### src/rtl/if_fetch_slice_pkg.sv
// Shared types and constants for the instruction-fetch slice.
// Holds the FLUSH bubble encoding, the default reset PC and the fetch-queue entry layout.
package if_pkg;

    // FLUSH bubble: opcode F with all operand fields zero
    localparam logic [15:0] NOP_INSTR        = 16'hF000;
    localparam logic [15:0] RESET_PC_DEFAULT = 16'h0000;

    // One fetched word plus the address of the word that follows it
    typedef struct packed {
        logic [15:0] instr;
        logic [15:0] pc_inc;
    } fq_entry_t;

endpackage

### src/rtl/if_fetch_slice_fetch_fifo.sv
// fetch_fifo: synchronous FIFO of fetched words for the fetch slice.
// DEPTH must be a power of two so the read/write pointers wrap on their own.
// flush empties the queue and dominates push/pop in the same cycle.
module fetch_fifo
    import if_pkg::*;
#(
    parameter  int DEPTH = 2,
    localparam int AW    = $clog2(DEPTH),
    localparam int CW    = AW + 1
) (
    input  logic          clk,
    input  logic          rst_n,
    input  logic          push,
    input  fq_entry_t     din,
    input  logic          pop,
    input  logic          flush,
    output fq_entry_t     dout,
    output logic [CW-1:0] count,
    output logic          empty,
    output logic          full
);

    logic [AW-1:0] wr_ptr;
    logic [AW-1:0] rd_ptr;
    fq_entry_t     mem [DEPTH];
    logic          do_push;
    logic          do_pop;

    assign do_push = push && !full;
    assign do_pop  = pop && !empty;
    assign empty   = (count == '0);
    assign full    = (count == CW'(DEPTH));
    assign dout    = mem[rd_ptr];

    // Pointer and occupancy bookkeeping; flush returns the queue to empty
    always_ff @(posedge clk or negedge rst_n) begin
        // NOTE: sequential state uses non-blocking assignments so every flop samples pre-edge values.
        if (!rst_n) begin
            wr_ptr <= '0;
            rd_ptr <= '0;
            count  <= '0;
        end else if (flush) begin
            wr_ptr <= '0;
            rd_ptr <= '0;
            count  <= '0;
        end else begin
            if (do_push) wr_ptr <= wr_ptr + 1'b1;
            if (do_pop)  rd_ptr <= rd_ptr + 1'b1;
            count <= count + CW'(do_push) - CW'(do_pop);
        end
    end

    // Storage write; contents are only meaningful where count says so
    always_ff @(posedge clk) begin
        // NOTE: the storage array has no reset; occupancy is tracked by count, so stale data is never read.
        if (do_push && !flush) mem[wr_ptr] <= din;
    end

endmodule

### src/rtl/if_fetch_slice.sv
// if_fetch_slice: instruction-fetch stage feeding the IF/ID register.
// Issues in-order word fetches from fpc, tags responses with rpc + 1, buffers them in
// fetch_fifo and presents {instr, PC_inc, if_valid} to decode. Outstanding requests plus
// queued words never exceed FQ_DEPTH, so the queue cannot overflow.
// Optional macro IF_BYPASS_EN: a live response that finds the queue empty while the output
// register advances is loaded straight into the output register (one cycle less latency).
module if_fetch_slice
    import if_pkg::*;
#(
    parameter logic [15:0] RESET_PC = RESET_PC_DEFAULT,
    parameter int          FQ_DEPTH = 2
) (
    input  logic        clk,
    input  logic        rst_n,
    input  logic        stall,
    input  logic        redirect,
    input  logic [15:0] redirect_pc,
    output logic        imem_req,
    output logic [15:0] imem_addr,
    input  logic        imem_gnt,
    input  logic        imem_rvalid,
    input  logic [15:0] imem_rdata,
    output logic [15:0] instr,
    output logic [15:0] PC_inc,
    output logic        if_valid
);

    localparam int CW = $clog2(FQ_DEPTH) + 1;

    logic [15:0]   fpc;
    logic [15:0]   rpc;
    logic [CW-1:0] outstanding;
    logic [CW-1:0] outstanding_next;
    logic [CW-1:0] drop_cnt;
    logic [CW-1:0] fq_count;
    logic          fq_empty;
    logic          fq_full;
    fq_entry_t     fq_head;
    fq_entry_t     fq_din;

    logic          issue;
    logic          resp_live;
    logic          resp_drop;
    logic          advance;
    logic          bypass;
    logic          fq_push;
    logic          fq_pop;

    // Issue is capped by words already queued plus words still in flight; held off during reset
    assign imem_req  = rst_n && !redirect && !fq_full
                       && ((int'(outstanding) + int'(fq_count)) < FQ_DEPTH);
    assign imem_addr = fpc;
    assign issue     = imem_req && imem_gnt;

    // Responses owed to a pre-redirect stream are discarded while drop_cnt is non-zero
    assign resp_live = imem_rvalid && (drop_cnt == '0) && !redirect;
    assign resp_drop = imem_rvalid && (drop_cnt != '0);
    assign advance   = !stall && !redirect;

`ifdef IF_BYPASS_EN
    assign bypass = resp_live && fq_empty && advance;
`else
    assign bypass = 1'b0;
`endif

    assign fq_push = resp_live && !bypass;
    assign fq_pop  = advance && !fq_empty;
    assign fq_din  = '{instr: imem_rdata, pc_inc: rpc + 16'd1};

    // Every response retires one request whether it is kept or dropped
    assign outstanding_next = outstanding + CW'(issue) - CW'(imem_rvalid);

    fetch_fifo #(
        .DEPTH (FQ_DEPTH)
    ) u_fetch_fifo (
        .clk   (clk),
        .rst_n (rst_n),
        .push  (fq_push),
        .din   (fq_din),
        .pop   (fq_pop),
        .flush (redirect),
        .dout  (fq_head),
        .count (fq_count),
        .empty (fq_empty),
        .full  (fq_full)
    );

    // Fetch/response PCs and in-flight accounting; redirect restarts both PCs and drops all in flight
    always_ff @(posedge clk or negedge rst_n) begin
        if (!rst_n) begin
            fpc         <= RESET_PC;
            rpc         <= RESET_PC;
            outstanding <= '0;
            drop_cnt    <= '0;
        end else begin
            outstanding <= outstanding_next;
            if (redirect) begin
                fpc      <= redirect_pc;
                rpc      <= redirect_pc;
                drop_cnt <= outstanding_next;
            end else begin
                if (issue)     fpc      <= fpc + 16'd1;
                if (resp_live) rpc      <= rpc + 16'd1;
                if (resp_drop) drop_cnt <= drop_cnt - 1'b1;
            end
        end
    end

    // IF/ID register: bubble on redirect, hold on stall, otherwise take the next available word
    always_ff @(posedge clk or negedge rst_n) begin
        if (!rst_n) begin
            instr    <= NOP_INSTR;
            PC_inc   <= 16'h0000;
            if_valid <= 1'b0;
        end else if (redirect) begin
            instr    <= NOP_INSTR;
            if_valid <= 1'b0;
        end else if (advance) begin
            if (bypass) begin
                instr    <= imem_rdata;
                PC_inc   <= rpc + 16'd1;
                if_valid <= 1'b1;
            end else if (!fq_empty) begin
                instr    <= fq_head.instr;
                PC_inc   <= fq_head.pc_inc;
                if_valid <= 1'b1;
            end else begin
                instr    <= NOP_INSTR;
                if_valid <= 1'b0;
            end
        end
    end

endmodule
### config.mk
export PLATFORM = sky130hd
export DESIGN_NAME = if_fetch_slice
export DESIGN_NICKNAME = d
export VERILOG_FILES = /design/src/rtl/if_fetch_slice_pkg.sv /design/src/rtl/if_fetch_slice_fetch_fifo.sv /design/src/rtl/if_fetch_slice.sv
export SDC_FILE = /design/constraint.sdc
export NUM_CORES = 1
export LEC_CHECK = 0
export CORE_MARGIN = 3
export CORE_UTILIZATION = 58
export DETAILED_ROUTE_END_ITERATION = 8
export PLACE_DENSITY_LB_ADDON = 0.2
export SYNTH_ARGS = -nofsm -noshare
export SYNTH_HDL_FRONTEND = slang
export SYNTH_SLANG_ARGS = --single-unit
export TNS_END_PERCENT = 50
### constraint.sdc
create_clock -name clk -period 10.8 [get_ports clk]
set_input_delay 1.62 -clock clk [delete_from_list [all_inputs] [get_ports clk]]
set_output_delay 1.62 -clock clk [all_outputs]
set_load 0.03 [all_outputs]
==> insert_results.sql, run 1 <==
INSERT INTO impl_metrics (metric_group, metric, value, unit) VALUES
('die', 'design.portCount', '88', ''),
('die', 'die-area', '0.0116', 'sq mm'),
('place', 'numPortBuffers', '87', ''),
('timing', 'fin_tns_setup', '0', 'ns'),
('timing', 'timing_worst_slew_pin_value', '1.01', 'ns'),
('grt', 'grtUsageMet1', '0.305', ''),
('cells_and_area', 'finish.cell_count_without_fillers', '728', ''),
('clock_network', 'path_clk_slew', '0.06', 'ns'),
('grt', 'grt.busiest_layer', 'met2', ''),
('die', 'core.rowCount', '36', ''),
('power', 'clkPwrFrac', '0.337', ''),
('cells_and_area', 'n_fill_cell', '665', ''),
('critical_path', 'timing.reg2reg.worst_path_depth', '12', ''),
('power', 'vdd.ir_drop.worst', '142', 'uV'),
('cells_and_area', 'finalInstanceArea', '0.00757', 'sq mm'),
('grt', 'grt_first_pass_wirelength', '21.1', 'mm'),
('timing', 'report.final.slew_viol_count', '0', ''),
('routing', 'route.detailed.drc', '0', ''),
('synth', 'synthTopCellsByArea', 'sky130_fd_sc_hd__edfxtp_1 (32%), sky130_fd_sc_hd__dfrtp_1 (29%), sky130_fd_sc_hd__mux2i_1 (5.7%), sky130_fd_sc_hd__nand2_1 (4.0%), sky130_fd_sc_hd__o21ai_0 (3.6%)', ''),
('grt', 'grt_use_total', '0.237', ''),
('power', 'seqPwrFrac', '0.419', ''),
('die', 'floorplan.initialDensity', '0.606', ''),
('die', 'die_height', '108', 'um'),
('clock_network', 'cts.path.max_buffers', '2', ''),
('grt', 'grt_pass1_vias', '4245', ''),
('routing', 'first_iter_violations', '308', ''),
('cells_and_area', 'num-nets-final', '628', ''),
('power', 'power_per_cell_area', '224', 'mW/mm^2'),
('synth', 'synth_top_cells_by_count', 'sky130_fd_sc_hd__dfrtp_1 (69), sky130_fd_sc_hd__edfxtp_1 (64), sky130_fd_sc_hd__nand2_1 (64), sky130_fd_sc_hd__o21ai_0 (43), sky130_fd_sc_hd__mux2i_1 (34)', ''),
('critical_path', 'regToRegEndpoint', 'drop_cnt[1]$_DFFE_PN0P_', ''),
('synth', 'synth_async_sr_flop_share', '0.533', ''),
('critical_path', 'timing.rr.start', 'u_fetch_fifo.count[0]$_DFF_PN0_', ''),
('power', 'power.share.combinational', '0.244', ''),
('critical_path', 'nature_of_the_critical_path_endpoint', 'output port', ''),
('routing', 'routed_via_density', '5.81', ''),
('die', 'die-width', '108', 'um'),
('hold_path', 'whs_path_depth', '2', ''),
('grt', 'pin_count_of_the_biggest_net_entering_global_routing', '49', ''),
('synth', 'edff_count_synth', '64', ''),
('routing', 'drt_pass1_iterations', '5', ''),
('critical_path', 'timing.critical_path.required', '9.18', 'ns'),
('grt', 'grt_met3_use', '0.0564', ''),
('synth', 'synth_top_area_share', '0.320', ''),
('clock_network', 'post_cts_resized', '0', ''),
('timing', 'max-slew-margin-rel', '0.330', ''),
('timing', 'achievable-frequency', '174', 'MHz'),
('clock_network', 'worst_skew_pair.late_latency', '0.52', 'ns'),
('critical_path', 'worst_path_most_repeated_cell', 'sky130_fd_sc_hd__clkdlybuf4s50_1', ''),
('critical_path', 'worst-path-max-fanout', '38', ''),
('job', 'maxCapViolations', '0', ''),
('critical_path', 'crit_type', 'in2out', ''),
('clock_network', 'post_cts_hold_buffers', '0', ''),
('hold_path', 'end_point_of_the_most_critical_hold_path', 'instr[1]$_DFFE_PN0P_', ''),
('grt', 'globalRouteOverflowTotal', '0', ''),
('critical_path', 'cp_slowest_stage_delay', '0.68', 'ns'),
('run_status', 'outcome', 'finished clean', ''),
('cells_and_area', 'diodes_inserted', '0', ''),
('routing', 'drt-wirelength-per-cell', '17.8', 'um'),
('synth', 'synth_area_per_cell', '12.1', 'sq um'),
('place', 'routabilityCongestion', '0.893', ''),
('power', 'p_leak', '2.84', 'nW'),
('cells_and_area', 'area_delta_synth_final', '26.0', '%'),
('timing', 'final_setup_violation_count', '0', ''),
('synth', 'postSynthRegisterBits', '137', ''),
('critical_path', 'critical_path_arrival', '4.14', 'ns'),
('clock_network', 'cts_setup_buffers', '0', ''),
('power', 'internal_power', '1.15', 'mW'),
('timing', 'hold_violations', '0', ''),
('synth', 'flip_flop_cell_with_the_highest_count_after_synthesis', 'sky130_fd_sc_hd__dfrtp_1', ''),
('power', 'netSwitchingPower', '0.539', 'mW'),
('routing', 'routed_wirelength', '12.9', 'mm');
==> power by group through the flow <==
stage	combinational (mW)	sequential (mW)	clock, mW
2_1_floorplan	0.185	0.777	0
3_3_place_gp	0.397	0.712	0
3_5_place_dp	0.410	0.717	0
4_1_cts	0.419	0.709	0.574
5_1_grt	0.449	0.721	0.601
6_report	0.413	0.709	0.569
==> cell usage in the layout (no fill, tap or decap), drive strengths merged, types with 8 or more instances in the layout <==
master	synthesis	routed
mux2i	34	34
nand4	14	14
clkdlybuf4s50	0	86
dfrtp	69	69
clkbuf	16	18
inv	14	20
o311ai	11	11
xnor2	21	21
o21ai	43	43
a21oi	9	9
nor3	8	8
nand2	65	65
edfxtp	64	64
xor2	10	10
nand3	20	20
nor2	17	17
==> critical path, delay by kind of cell <==
family                 cells  cell delay [ns]
and+or+nand+nor            1             0.40
buffers and inverters      4             2.10
==> per-layer routing <==
| metal | wire, um | vias to the layer above |
|---|---|---|
| met4 | 249 | 0 |
| met2 | 6600 | 145 |
| met5 | 0 | - |
| met1 | 5440 | 2084 |
| li1 | - | 1975 |
| met3 | 649 | 25 |
==> cells by family (layout without fill, tap and decap cells) <==
family | count (synthesis) | after routing | share of synthesized area
xor gates and xnor gates | 31 | 31 | 0.0452
buffers and inverters | 40 | 139 | 0.0279
muxes | 36 | 36 | 0.0604
adders and majority gates | 8 | 8 | 0.0179
AOI/OAI and AO/OA | 81 | 81 | 0.0813
DFF | 137 | 137 | 0.625
and+or+nand+nor | 163 | 163 | 0.142
==> final cells by class <==
cell class,count,area [sq um],area share
Sequential cell,137,3750,0.496
Multi-Input combinational cell,319,2090,0.277
Timing Repair Buffer,92,906,0.120
Clock buffer,18,428,0.0566
Tap cell,133,166,0.0220
Clock inverter,14,161,0.0213
Inverter,15,56.3,0.00744
==> registers in the layout (all words and copies together), names as in the netlist <==
name,cells
drop_cnt,2
imem_addr,16
u_fetch_fifo.wr_ptr,1
if_valid,1
u_fetch_fifo.count,2
outstanding,2
u_fetch_fifo.rd_ptr,1
PC_inc,16
instr,16
u_fetch_fifo.mem,64
rpc,16
==> worst max-delay path by stage <==
| stage | cells past startpoint | from | endpoint | slack, ns |
|---|---|---|---|---|
| finish | 5 | redirect | imem_req | 5.04 |
| global route | 5 | redirect | imem_req | 4.92 |
| CTS | 5 | redirect | imem_req | 5.08 |
| detailed placement | 5 | redirect | imem_req | 5.11 |
| global placement | 5 | redirect | imem_req | 5.12 |
| floorplan | 2 | redirect | u_fetch_fifo.mem[0][0]$_DFFE_PP_ | 5.27 |
==> per-stage QoR <==
stage / utilization / hold WS, ns
detailed placement: 0.704 / 0.470
global route: 0.764 / 0.505
global placement: 0.704 / 0.459
finish: 0.764 / 0.478
CTS: 0.764 / 0.485
floorplan: - / 0.492
No activity file was read; power rests on OpenSTA's default activity.
==> run 2: changes to the inputs <==
--- a/config.mk
+++ b/config.mk
@@ -6,7 +6,7 @@
 export NUM_CORES = 1
 export LEC_CHECK = 0
 export CORE_MARGIN = 3
-export CORE_UTILIZATION = 58
+export CORE_UTILIZATION = 54
 export DETAILED_ROUTE_END_ITERATION = 8
 export PLACE_DENSITY_LB_ADDON = 0.2
 export SYNTH_ARGS = -nofsm -noshare
==> constraint.sdc (replaced) <==
create_clock -name clk -period 6 [get_ports clk]
set_input_delay 0.9 -clock clk [delete_from_list [all_inputs] [get_ports clk]]
set_output_delay 0.9 -clock clk [all_outputs]
set_load 0.03 [all_outputs]
==> run 2 against run 1 <==
  * Combinational power up 76%
  * Sequential power increased by 81%
  * Cell count up 0.27%
  * Largest cell class unchanged
  * Critical path depth did not move
  * Clock skew is 0.0066 ns higher
  * Flip-flop and latch count unchanged
  * Wire length shrank 6.3%
  * Via count shrank 2.2%
  * Register-to-register slack got worse by 4.8 ns
  * Non-clock buffer count down 1
  * Sequential share of layout area is 0.26 points higher
  * Critical path type unchanged
  * Total power up 75%
==> insert_results.sql, run 2 (same netlist as run 1, synthesis figures left out) <==
INSERT INTO impl_metrics (metric_group, metric, value, unit) VALUES
('timing', 'fin_tns_setup', '0', 'ns'),
('grt', 'grt_pass1_vias', '4189', ''),
('critical_path', 'kind_of_start_point_of_the_critical_path', 'primary input', ''),
('cells_and_area', 'diodes_inserted', '0', ''),
('cells_and_area', 'mostFrequentLayoutCell', 'sky130_fd_sc_hd__clkdlybuf4s50_1', ''),
('power', 'power.share.switching', '0.328', ''),
('critical_path', 'timing.rr.start', 'u_fetch_fifo.count[0]$_DFF_PN0_', ''),
('die', 'die_height', '111', 'um'),
('power', 'clkPwrFrac', '0.322', ''),
('routing', 'drt_pass1_iterations', '5', ''),
('power', 'vdd.ir_drop.worst', '222', 'uV'),
('cells_and_area', 'top_register', 'u_fetch_fifo.mem', ''),
('critical_path', 'worst_path_most_repeated_cell', 'sky130_fd_sc_hd__clkdlybuf4s50_1', ''),
('critical_path', 'critPathBufInv', '4', ''),
('cells_and_area', 'area_delta_synth_final', '25.4', '%'),
('clock_network', 'numClockSinks', '137', ''),
('timing', 'layout_worst_path_cycle_share', '0.728', ''),
('critical_path', 'regToRegEndpoint', 'drop_cnt[1]$_DFFE_PN0P_', ''),
('power', 'seqPwrFrac', '0.432', ''),
('power', 'p_leak', '2.81', 'nW'),
('critical_path', 'cp_slowest_stage_delay', '0.73', 'ns'),
('die', 'core-area', '0.0106', 'sq mm'),
('power', 'power.share.combinational', '0.246', ''),
('timing', 'hold_violations', '0', ''),
('clock_network', 'worst_skew_pair.late_latency', '0.51', 'ns'),
('die', 'floorplan.initialDensity', '0.569', ''),
('critical_path', 'nature_of_the_critical_path_endpoint', 'output port', ''),
('critical_path', 'timing.reg2reg.worst_path_depth', '12', ''),
('timing', 'final_min_period', '4.37', 'ns'),
('routing', 'ant_nets', '0', ''),
('grt', 'pin_count_of_the_biggest_net_entering_global_routing', '49', ''),
('critical_path', 'crit_type', 'in2out', ''),
('critical_path', 'critical_path.cell_chain', 'clkdlybuf4s50_1, buf_4, clkinv_1, and4_1, clkdlybuf4s50_1', ''),
('routing', 'routed_wirelength', '12.1', 'mm'),
('timing', 'max-slew-margin-rel', '0.335', ''),
('clock_network', 'cts.path.max_buffers', '2', ''),
('place', 'post_place_instance_area', '0.00698', 'sq mm'),
('cells_and_area', 'layout.cells.most_common_list', 'sky130_fd_sc_hd__clkdlybuf4s50_1 (86), sky130_fd_sc_hd__dfrtp_1 (68), sky130_fd_sc_hd__nand2_1 (64), sky130_fd_sc_hd__edfxtp_1 (64), sky130_fd_sc_hd__o21ai_0 (42)', ''),
('clock_network', 'cts_setup_buffers', '0', ''),
('cells_and_area', 'num-nets-final', '627', ''),
('clock_network', 'htreeDepth', '4', ''),
('clock_network', 'cts-root-buf', 'sky130_fd_sc_hd__clkbuf_8', ''),
('die', 'core.rowCount', '37', ''),
('timing', 'achievable-frequency', '229', 'MHz'),
('cells_and_area', 'finalInstanceArea', '0.00753', 'sq mm'),
('cells_and_area', 'drive_gt1_frac', '0.0875', ''),
('clock_network', 'post_cts_hold_buffers', '0', ''),
('die', 'die-width', '111', 'um'),
('critical_path', 'timing.critical_path.required', '5.10', 'ns'),
('clock_network', 'tritoncts', 'yes', ''),
('grt', 'grt_use_total', '0.203', ''),
('timing', 'final.setup_skew', '0.0137', 'ns'),
('routing', 'drt-wirelength-per-cell', '16.6', 'um'),
('grt', 'antenna_found_initial', '0', ''),
('critical_path', 'critical-path-top-delay-family', 'buffers and inverters', ''),
('timing', 'final_setup_violation_count', '0', ''),
('power', 'power_per_cell_area', '392', 'mW/mm^2'),
('critical_path', 'setup.reg_to_reg.worst_slack', '2.97', 'ns'),
('grt', 'grt_first_pass_wirelength', '20.3', 'mm'),
('cells_and_area', 'largest_register_ffs', '64', ''),
('place', 'routabilityCongestion', '0.869', ''),
('power', 'netSwitchingPower', '0.969', 'mW'),
('cells_and_area', 'n_fill_cell', '722', ''),
('clock_network', 'post_cts_resized', '0', ''),
('die', 'design.portCount', '88', ''),
('place', 'numPortBuffers', '87', ''),
('critical_path', 'crit_path_top_delay_cell', 'sky130_fd_sc_hd__clkinv_1', ''),
('routing', 'routed_via_density', '5.67', ''),
('clock_network', 'numCtsBuffers', '17', ''),
('routing', 'first_iter_violations', '258', ''),
('place', 'hpwl', '8.10', 'mm'),
('run_status', 'outcome', 'finished clean', ''),
('critical_path', 'worst-path-max-fanout', '38', ''),
('clock_network', 'path_clk_slew', '0.07', 'ns'),
('timing', 'unrepaired_setup_endpoints_after_global_routing', 'no', ''),
('job', 'maxCapViolations', '0', ''),
('routing', 'route.detailed.drc', '0', ''),
('critical_path', 'critical_path_arrival', '3.47', 'ns'),
('die', 'die-area', '0.0124', 'sq mm'),
('routing', 'via_count', '4136', ''),
('hold_path', 'holdCritPathClass', 'in2async', ''),
('timing', 'report.final.slew_viol_count', '0', ''),
('timing', 'timing_worst_slew_pin_value', '0.994', 'ns'),
('grt', 'globalRouteOverflowTotal', '0', ''),
('power', 'internal_power', '1.98', 'mW');
-- run 2: cell types whose count changed in the layout (fill, tap and decap cells not counted), sizes merged --
cell / change
clkinv: -3
clkbuf: -1
clkinvlp: +3
bufinv: -2
inv: +3
buf: -1
-- run 2: worst max path at each step --
stage,from,cells after the start,end
floorplan,redirect,2,u_fetch_fifo.mem[0][0]$_DFFE_PP_
global placement,redirect,5,imem_req
detailed placement,redirect,5,imem_req
CTS,redirect,5,imem_req
global route,redirect,5,imem_req
finish,redirect,5,imem_req
-- run 2: cell type report --
cell class,count,area [sq um],area share
well taps,136,170,0.0226
clock inverters,15,133,0.0176
multi-input cells,319,2100,0.279
inverters,15,56.3,0.00748
repair buffers,91,898,0.119
flip-flops and latches,137,3750,0.499
clock buffers,17,414,0.0550
-- run 2: power groups by stage --
stage	logic (mW)	clock network [mW]	registers, mW
detailed placement	0.730	0	1.29
finish	0.726	0.950	1.28
global route	0.786	1.01	1.30
global placement	0.714	0	1.28
CTS	0.735	0.962	1.28
floorplan	0.332	0	1.40
-- run 2: routing by layer --
layer / GRT usage / share of wire
met1: 0.271 / 0.43
met4: 0.0722 / 0.011
met5: 0 / 0
met2: 0.332 / 0.50
met3: 0.0429 / 0.059
-- run 2: stage by stage --
stage          hold slack, ns   util  worst slack (ns)  cells  total power, mW
3_5_place_dp            0.464  0.661              1.66    698             2.02
5_1_grt                 0.360  0.713              1.51    730             3.10
6_report                0.346  0.713              1.63    730             2.95
4_1_cts                 0.349  0.713              1.65    730             2.98
2_1_floorplan           0.492      -              1.19    496             1.73
3_3_place_gp            0.459  0.661              1.67    698             2.00
